[config.mk]
export PLATFORM = sky130hd
export DESIGN_NAME = wb_writer
export DESIGN_NICKNAME = d
export VERILOG_FILES = /design/src/rtl/cpu_pkg.sv /design/src/rtl/wb_md_fifo.sv /design/src/rtl/wb_writer.sv
export SDC_FILE = /design/constraint.sdc
export NUM_CORES = 1
export LEC_CHECK = 0
export CAP_MARGIN = 10
export CORE_ASPECT_RATIO = 1.2
export CORE_MARGIN = 2
export CORE_UTILIZATION = 48
export DETAILED_ROUTE_END_ITERATION = 6
export PLACE_DENSITY = 0.77
export SKIP_CTS_REPAIR_TIMING = 1
export SYNTH_ARGS = -nofsm -noshare
export SYNTH_HDL_FRONTEND = slang
export SYNTH_SLANG_ARGS = --single-unit
[constraint.sdc]
create_clock -name clk -period 2.6 [get_ports clk]
set_input_delay 0.26 -clock clk [delete_from_list [all_inputs] [get_ports clk]]
set_output_delay 0.26 -clock clk [all_outputs]
set_load 0.05 [all_outputs]
[src/rtl/cpu_pkg.sv]
// Shared core-wide constants and types used by the write-back stage.
package cpu_pkg;

   localparam int REG_ADDR_W = 5;
   localparam int XLEN       = 32;
   localparam int NUM_REGS   = 32;

   typedef logic [REG_ADDR_W-1:0] reg_addr_t;
   typedef logic [XLEN-1:0]       word_t;

   localparam reg_addr_t REG_ZERO = '0;

   // One queued mul/div result: destination register plus data.
   typedef struct packed {
      reg_addr_t rd;
      word_t     data;
   } wb_entry_t;

   // Which source loads the register-file write port this cycle.
   typedef enum logic [1:0] {
      SRC_NONE = 2'd0,
      SRC_FIFO = 2'd1,
      SRC_PIPE = 2'd2
   } wb_src_e;

   function automatic logic [NUM_REGS-1:0] reg_onehot(input reg_addr_t r);
      return NUM_REGS'(1) << r;
   endfunction

endpackage

[src/rtl/wb_md_fifo.sv]
// Small synchronous FIFO for mul/div results; every entry's destination is
// visible so the writer can build its pending-destination mask.
module wb_md_fifo
   import cpu_pkg::*;
#(
   parameter int DEPTH = 4
) (
   input  logic                             clk,
   input  logic                             rst_n,
   input  logic                             push,
   input  wb_entry_t                        push_entry,
   input  logic                             pop,
   output wb_entry_t                        head,
   output logic                             full,
   output logic                             empty,
   output logic [DEPTH-1:0]                 entry_valid,
   output logic [DEPTH-1:0][REG_ADDR_W-1:0] entry_reg
);

   localparam int PW = $clog2(DEPTH);
   localparam int CW = PW + 1;

   logic [PW-1:0]    wr_ptr_reg;
   logic [PW-1:0]    rd_ptr_reg;
   logic [CW-1:0]    count_reg;
   logic [DEPTH-1:0] valid_reg;
   wb_entry_t        mem_reg [DEPTH];

   logic do_push;
   logic do_pop;

   assign full    = (count_reg == CW'(DEPTH));
   assign empty   = (count_reg == '0);
   assign do_push = push & ~full;
   assign do_pop  = pop & ~empty;

   // Push and pop never touch the same slot: that would need the FIFO to be
   // both empty (nothing to pop) and full (push refused) at once.
   always_ff @(posedge clk or negedge rst_n) begin
      if (!rst_n) begin
         wr_ptr_reg <= '0;
         rd_ptr_reg <= '0;
         count_reg  <= '0;
         valid_reg  <= '0;
      end else begin
         if (do_push) begin
            wr_ptr_reg            <= wr_ptr_reg + 1'b1;
            valid_reg[wr_ptr_reg] <= 1'b1;
         end
         if (do_pop) begin
            rd_ptr_reg            <= rd_ptr_reg + 1'b1;
            valid_reg[rd_ptr_reg] <= 1'b0;
         end
         case ({do_push, do_pop})
            2'b10:   count_reg <= count_reg + 1'b1;
            2'b01:   count_reg <= count_reg - 1'b1;
            default: count_reg <= count_reg;
         endcase
      end
   end

   // Payload storage needs no reset; valid_reg qualifies every slot.
   always_ff @(posedge clk) begin
      if (do_push) begin
         mem_reg[wr_ptr_reg] <= push_entry;
      end
   end

   assign head        = mem_reg[rd_ptr_reg];
   assign entry_valid = valid_reg;

   generate
      for (genvar gi = 0; gi < DEPTH; gi++) begin : g_entry_reg
         assign entry_reg[gi] = mem_reg[gi].rd;
      end
   endgenerate

endmodule

[src/rtl/wb_writer.sv]
// Write-back writer: merges MEM/WB results with queued mul/div results onto
// the single register-file write port and reports pending destinations.
module wb_writer
   import cpu_pkg::*;
#(
   parameter int DEPTH        = 4,
   parameter int STARVE_LIMIT = 3
) (
   input  logic                  clk,
   input  logic                  rst_n,
   input  logic                  mem_valid,
   input  logic                  mem_reg_write,
   input  logic                  mem_mem_to_reg,
   input  logic [REG_ADDR_W-1:0] mem_write_reg,
   input  logic [XLEN-1:0]       mem_alu_result,
   input  logic [XLEN-1:0]       mem_read_data,
   output logic                  wb_stall,
   input  logic                  md_valid,
   output logic                  md_ready,
   input  logic [REG_ADDR_W-1:0] md_write_reg,
   input  logic [XLEN-1:0]       md_result,
   output logic                  reg_write,
   output logic [REG_ADDR_W-1:0] write_reg,
   output logic [XLEN-1:0]       write_data,
   output logic [NUM_REGS-1:0]   pending_mask,
   output logic                  waw_err
);

   localparam int SW = (STARVE_LIMIT < 1) ? 1 : $clog2(STARVE_LIMIT + 1);
   localparam logic [SW-1:0] LIMIT = SW'(STARVE_LIMIT);

   logic                             pw;
   word_t                            pipe_data;
   logic                             push;
   logic                             pop;
   wb_entry_t                        push_entry;
   wb_entry_t                        head;
   logic                             fifo_full;
   logic                             fifo_empty;
   logic [DEPTH-1:0]                 entry_valid;
   logic [DEPTH-1:0][REG_ADDR_W-1:0] entry_reg;
   logic [NUM_REGS-1:0]              entry_mask [DEPTH];
   wb_src_e                          src;

   logic [SW-1:0]         starve_cnt_reg, starve_cnt_next;
   logic                  reg_write_reg, reg_write_next;
   reg_addr_t             write_reg_reg, write_reg_next;
   word_t                 write_data_reg, write_data_next;
   logic                  waw_err_reg, waw_err_next;

   assign pw        = mem_valid & mem_reg_write & (mem_write_reg != REG_ZERO);
   assign pipe_data = mem_mem_to_reg ? mem_read_data : mem_alu_result;

   // Results aimed at $0 complete the handshake but are never queued.
   assign md_ready   = ~fifo_full;
   assign push       = md_valid & md_ready & (md_write_reg != REG_ZERO);
   assign push_entry = '{rd: md_write_reg, data: md_result};

   wb_md_fifo #(
      .DEPTH (DEPTH)
   ) u_fifo (
      .clk         (clk),
      .rst_n       (rst_n),
      .push        (push),
      .push_entry  (push_entry),
      .pop         (pop),
      .head        (head),
      .full        (fifo_full),
      .empty       (fifo_empty),
      .entry_valid (entry_valid),
      .entry_reg   (entry_reg)
   );

   generate
      for (genvar gi = 0; gi < DEPTH; gi++) begin : g_pending
         assign entry_mask[gi] = entry_valid[gi] ? reg_onehot(entry_reg[gi]) : '0;
      end
   endgenerate

   always_comb begin
      pending_mask = '0;
      for (int i = 0; i < DEPTH; i++) begin
         pending_mask = pending_mask | entry_mask[i];
      end
   end

   assign wb_stall = ~fifo_empty & (starve_cnt_reg >= LIMIT);

   always_comb begin
      src             = SRC_NONE;
      reg_write_next  = 1'b0;
      write_reg_next  = write_reg_reg;
      write_data_next = write_data_reg;
      starve_cnt_next = starve_cnt_reg;

      if (wb_stall) begin
         src = SRC_FIFO;
      end else if (pw) begin
         src = SRC_PIPE;
      end else if (!fifo_empty) begin
         src = SRC_FIFO;
      end

      case (src)
         SRC_FIFO: begin
            reg_write_next  = 1'b1;
            write_reg_next  = head.rd;
            write_data_next = head.data;
         end
         SRC_PIPE: begin
            reg_write_next  = 1'b1;
            write_reg_next  = mem_write_reg;
            write_data_next = pipe_data;
         end
         default: ;
      endcase

      pop = (src == SRC_FIFO);

      if (fifo_empty || pop) begin
         starve_cnt_next = '0;
      end else if (starve_cnt_reg != LIMIT) begin
         starve_cnt_next = starve_cnt_reg + 1'b1;
      end

      // A stalled MEM/WB slot is replayed later, so only consumed writes count.
      waw_err_next = waw_err_reg | (pw & ~wb_stall & pending_mask[mem_write_reg]);
   end

   always_ff @(posedge clk or negedge rst_n) begin
      if (!rst_n) begin
         starve_cnt_reg <= '0;
         reg_write_reg  <= 1'b0;
         write_reg_reg  <= '0;
         write_data_reg <= '0;
         waw_err_reg    <= 1'b0;
      end else begin
         starve_cnt_reg <= starve_cnt_next;
         reg_write_reg  <= reg_write_next;
         write_reg_reg  <= write_reg_next;
         write_data_reg <= write_data_next;
         waw_err_reg    <= waw_err_next;
      end
   end

   assign reg_write  = reg_write_reg;
   assign write_reg  = write_reg_reg;
   assign write_data = write_data_reg;
   assign waw_err    = waw_err_reg;

endmodule

* After elaboration in Yosys (flattened, before gate mapping)
Memories as Yosys holds them, arrays and structs flattened.
Index checks and enable logic that the tools add are counted.
** Cells by class
- Shift-type cells :: 4
- Reduce and logical (&&, ||, !) cells :: 10
- Bitwise operators :: 19
- Mux-type cells :: 24
- $add $sub $neg :: 5
- Eq/ne operators :: 6
- Magnitude comparators :: 6
** Operator list (count)
- $mux W32 :: 5
- $shl A1 B5 Y32 const A :: 4
- $or A32 B32 Y32 :: 3
- $pmux W32 S2 :: 1
- $pmux W5 S2 :: 1
- $reduce_bool A5 Y1 :: 2
- $and A1 B1 Y1 :: 9
- $mux W2 :: 4
- $mux W4 :: 2
- $mux W1 :: 7
- $add A2 B1 Y2 const B :: 3
- $lt A2 B3 Y1 const B :: 2
- $lt A5 B6 Y1 const B :: 1
- $pmux W3 S2 :: 1
- $reduce_bool A2 Y1 :: 3
- $bmux W1 S5 :: 1
- $and A4 B4 Y4 :: 1
- $demux W1 S2 :: 2
- $eq A2 B1 Y1 const B :: 2
- $eq A2 B2 Y1 const B :: 2
- $ge A2 B1 Y1 const B :: 2
- $not A4 Y4 :: 1
- $or A4 B4 Y4 :: 1
- $add A3 B1 Y3 const B :: 1
- 10 further kinds :: 13
** Word-level totals
- Input port bits :: 112
- Word-level logic and storage cells :: 84
- Register bits after elaboration :: 52
- Memory bits (writable) :: 148
- Output and inout port bits :: 73
- Memories :: 1
** Memory list
- u_fifo.mem_reg :: depth 4, width 37, rd ports 5, clocked after memory_dff 0, wr ports 1, RTL line wb_md_fifo.sv:27 : wb_entry_t mem_reg [DEPTH];

* Depth between registers and ports, before layout
An unclocked memory read counts as a cell.
- Depth after elaboration :: 10
- Gate-level depth with buffers :: 15
- Gate-level depth less buffers :: 13

* Hierarchy
From an unflattened synthesis, not the netlist that was laid out.
** Unflattened totals
- Cell total of the unflattened synthesis :: 741
- Area, all modules :: 9910.8 µm²
** Modules (own cells, without submodules)
- wb_md_fifo :: cells an instance 267, times used 1, area an instance 6143.4 µm², sequential area each 4719.5 µm²
- wb_writer :: cells an instance 474, times used 1, area an instance 3767.4 µm², sequential area each 1026.0 µm²

* Least setup slack after synthesis
Ideal clock, no wire load.
- Path kind :: reg2reg
- Start :: register starve_cnt_reg[0]
- End :: register u_fifo.count_reg[2]
- Clock period less this slack :: 2974 ps
- Slack :: -374 ps
- Library setup time :: 79 ps
- Buffers on the path :: 1
- Data arrival time :: 2895 ps
- Cell stages (with the launch flop) :: 15
- Cells stage by stage :: dfrtp_1 ha_1 and2_1 nand4b_1 nand2_1 inv_1 ha_1 and2_1 clkbuf_1 ha_1 inv_1 fa_1 xor2_1 nor2_1 xor2_1
** Between the ends
- Longest elaborated chain between the ends :: 7
** RTL lines
- from (decl) :: RTL line wb_writer.sv:45 : logic [SW-1:0] starve_cnt_reg, starve_cnt_next;
- from (signal assigned) :: RTL line wb_writer.sv:138 : starve_cnt_reg <= starve_cnt_next;
- $ge A2 B2 Y1 * :: RTL line wb_writer.sv:87 : assign wb_stall = ~fifo_empty & (starve_cnt_reg >= LIMIT);
- $and A1 B1 Y1 * :: RTL line wb_writer.sv:87
- net wb_stall :: RTL line wb_writer.sv:17 : output logic wb_stall,
- $mux W2 * :: RTL line wb_writer.sv:96 : if (wb_stall) begin
- $eq A2 B1 Y1 * :: RTL line wb_writer.sv:118 : pop = (src == SRC_FIFO);
- $and A1 B1 Y1 * :: RTL line wb_md_fifo.sv:35 : assign do_pop = pop & ~empty;
- $eq A2 B1 Y1 or $eq A2 B2 Y1 (tied branches) :: RTL line wb_md_fifo.sv:54 : case ({do_push, do_pop})
- $pmux W3 S2 or $reduce_bool A2 Y1 (tied branches)
- to (signal assigned) :: RTL line wb_md_fifo.sv:55 : 2'b10: count_reg <= count_reg + 1'b1;
- to (signal assigned) :: RTL line wb_md_fifo.sv:56 : 2'b01: count_reg <= count_reg - 1'b1;
- to (signal assigned) :: RTL line wb_md_fifo.sv:57 : default: count_reg <= count_reg;
- to (decl) :: RTL line wb_md_fifo.sv:25 : logic [CW-1:0] count_reg;
The timed path passes the listed nets; every way through them passes the cells marked *.
A chain may end at the register's enable or synchronous reset.

==> results.tsv <==
metric	value	unit
slew_headroom	52.0	%
ys.flop_type	edfxtp_1	
synth.most_common_cell	edfxtp_1	
fin_ws	-0.00722	ns
dp_hpwl	20600	µm
peakVddDrop	0.678	mV
mappedNetlistArea	0.00977	mm²
stdcell_count	1279	
gr-total-overflow	0	
critical_path.top_delay_family	simple AND/OR/NAND/NOR gates	
critical_path.cell_chain	or4bb_1 > o221ai_1 > buf_4 > buf_4	
synth_top_cell_area_share	45.5	%
timing.final.crit_share	100	%
power-per-cell-area	1010	mW/mm²
die_height	160	µm
drt-vias-per-instance	5.92	
cp_slowest_cell	or4bb_1	
startpoint	u_fifo.mem_reg[2][35]	
reg2reg_to	waw_err	
synth_area_per_cell	13.3	µm²
n_antenna_cell	0	
dpl_cell_area	0.0126	mm²
h-tree-depth	4	
syn_to_final_growth	37.5	%
violations	negative setup slack	
grt_pass1_vias	7871	
setup_viol	1	
first_iter_violations	662	
start_util	48.6	%
critPathLaunchType	flop	
netlist_top_cells_area	edfxtp_1 (45%), dfrtp_1 (13%), mux4_2 (8.5%)	
setup_tns	-0.00722	ns
die_w	134	µm
crit_required	2.34	ns
power.leakage	5.07	nW
routed_wl	28500	µm
synth_commonest_cells	edfxtp_1 (148), nand2_1 (93), o21ai_0 (73), dfrtp_1 (52), mux2i_1 (39)	
clock-sinks	200	
fp.dieArea	0.0215	mm²
cts_tree	yes	
place_congestion	0.958	
cts_max_path_buffers	2	
vias	7568	
nets	1126	
synth-simple-area-share	11.6	%
min_path_cells	4	
grt_usage	27.1	%
synth_fp_nets	862	
max_freq	384	MHz
finalMaxSlewViolations	0	
netlist_instances	737	
crit_type	flop to output port	
slowest_delay	0.59	ns
period_minus_slack	2.61	ns
status	finished with violations	
crit_top_cell	buf_4	
synth_compound_area_share	10.6	%
holdCritStartpoint	mem_write_reg[3]	
ys_seq_area_share	58.8	%
avgRoutedWirePerCell	22.3	µm
r2r_start	u_fifo.mem_reg[3][36]	
ant_nets	0	
hold_slack	0.391	ns
wl_met3	1620	µm
synth_largest_area_cell	edfxtp_1	
hold_class	primary input to flop	
rows	57	
synth_fa_ha_area_share	1.74	%
synth-edff-count	148	
clkLatencyLatePin	0.43	ns
async_reset_ff_share	26.0	%
path_max_fanout	9	
finClkSkew	0.0157	ns
largest_reg_flops	148	
firstDrtPassIters	5	
grt_max_degree	70	
portBuffers	184	
num_io_pins	185	
synthDistinctLibCells	73	
synthXorXnorAreaFrac	0.538	%
grt_antenna_before_repair	0	
grt_pass1_wl	44200	µm
dpl.cell_count	1223	
worst_slew_pin_slew	0.720	ns
holdPathEnd	write_reg[3]	
crit_buf_inv	2	
drv_cap	0	
yosys_warnings	0	
coreArea	0.0201	mm²
r2r_cells	8	
path_clk_slew	0.07	ns
synthMuxAreaShare	13.5	%
cts-root-buf	clkbuf_16	
finalHoldViolCount	0	
wl_met2	14700	µm
drc	0	
r2r_slack	0.09	ns
met1_length	10700	µm
synth_top_family_by_area	multiplexers	
post-route-cell-area	0.0134	mm²
synth_seq_cells	200	
cp-end-kind	output port	
worstPathArrival	2.35	ns
rsz0062_at_grt	yes	
cts_inserted_buffers	17	
dr.max_layer_used	met4	
drive_gt1_share	25.3	%
## report_power, final
group          total, W  internal, W  switching, W
Clock           0.00256      0.00128       0.00127
Sequential      0.00488      0.00435      0.000530
Combinational   0.00614      0.00257       0.00357
Total            0.0136      0.00821       0.00537
## cells by family after synthesis
kind of cell               Yosys count
AOI/OAI and AO/OA                  157
buffers and inverters               67
xor gates and xnor gates             6
muxes                               82
adders and majority gates           13
and+or+nand+nor                    212
DFF                                200
## stage by stage
stage / total power (W) / util (%) / worst slack (ns)
floorplan: 0.00857 / - / -0.0751
global placement: 0.0108 / 62.4 / -0.392
detailed placement: 0.0109 / 62.4 / -0.455
CTS: 0.0135 / 65.3 / -0.155
global route: 0.0142 / 66.8 / -0.0664
finish: 0.0136 / 66.8 / -0.00722
## final cells by class
type | count | area [µm²]
fillers | 1462 | 6680
flip-flops and latches | 200 | 5750
multi-input cells | 470 | 3840
repair buffers | 293 | 2860
clock buffers | 17 | 425
well taps | 265 | 332
clock inverters | 15 | 154
inverters | 19 | 71.3
## metal layers
metal | vias up | GRT usage, %
met5 | - | 0
met4 | 0 | 13.3
met3 | 93 | 5.02
met2 | 363 | 46.9
met1 | 3724 | 32.5
li1 | 3388 | -
## worst max-delay path by stage
stage	to	slack (ns)	cells after the start
finish	pending_mask[17]	-0.007	4
global placement	u_fifo.count_reg[2]	-0.39	14
global route	pending_mask[4]	-0.07	6
CTS	pending_mask[2]	-0.16	4
floorplan	waw_err	-0.08	7
detailed placement	u_fifo.count_reg[2]	-0.45	14
## worst reg2reg max path, delay by kind of cell (launching register included)
kind            cells  cell delay [ns]
flops               1             0.54
simple gates        2             0.40
buf+inv             1             0.18
mux                 1             0.49
compound gates      4             0.79
## layout by cell type, fill, tap and decap left out, types with 4 or more instances in the layout
cell,instances
a211o_1,10
a21oi_1,4
a2bb2oi_1,4
and2_2,5
buf_12,22
buf_4,116
clkbuf_16,17
clkdlybuf4s50_1,147
dfrtp_1,50
edfxtp_1,148
ha_1,9
inv_1,18
inv_6,4
inv_8,4
mux2i_1,39
mux4_2,37
nand2_1,92
nand2b_1,6
nand3_1,4
nand4_1,6
nand4b_1,13
nand4bb_1,4
nor2_1,24
nor2b_1,6
nor3_1,9
o211ai_1,7
o21ai_0,72
o221ai_1,4
o22a_1,5
o22ai_1,18
or2_2,7
(Power assumes the default switching activity.)
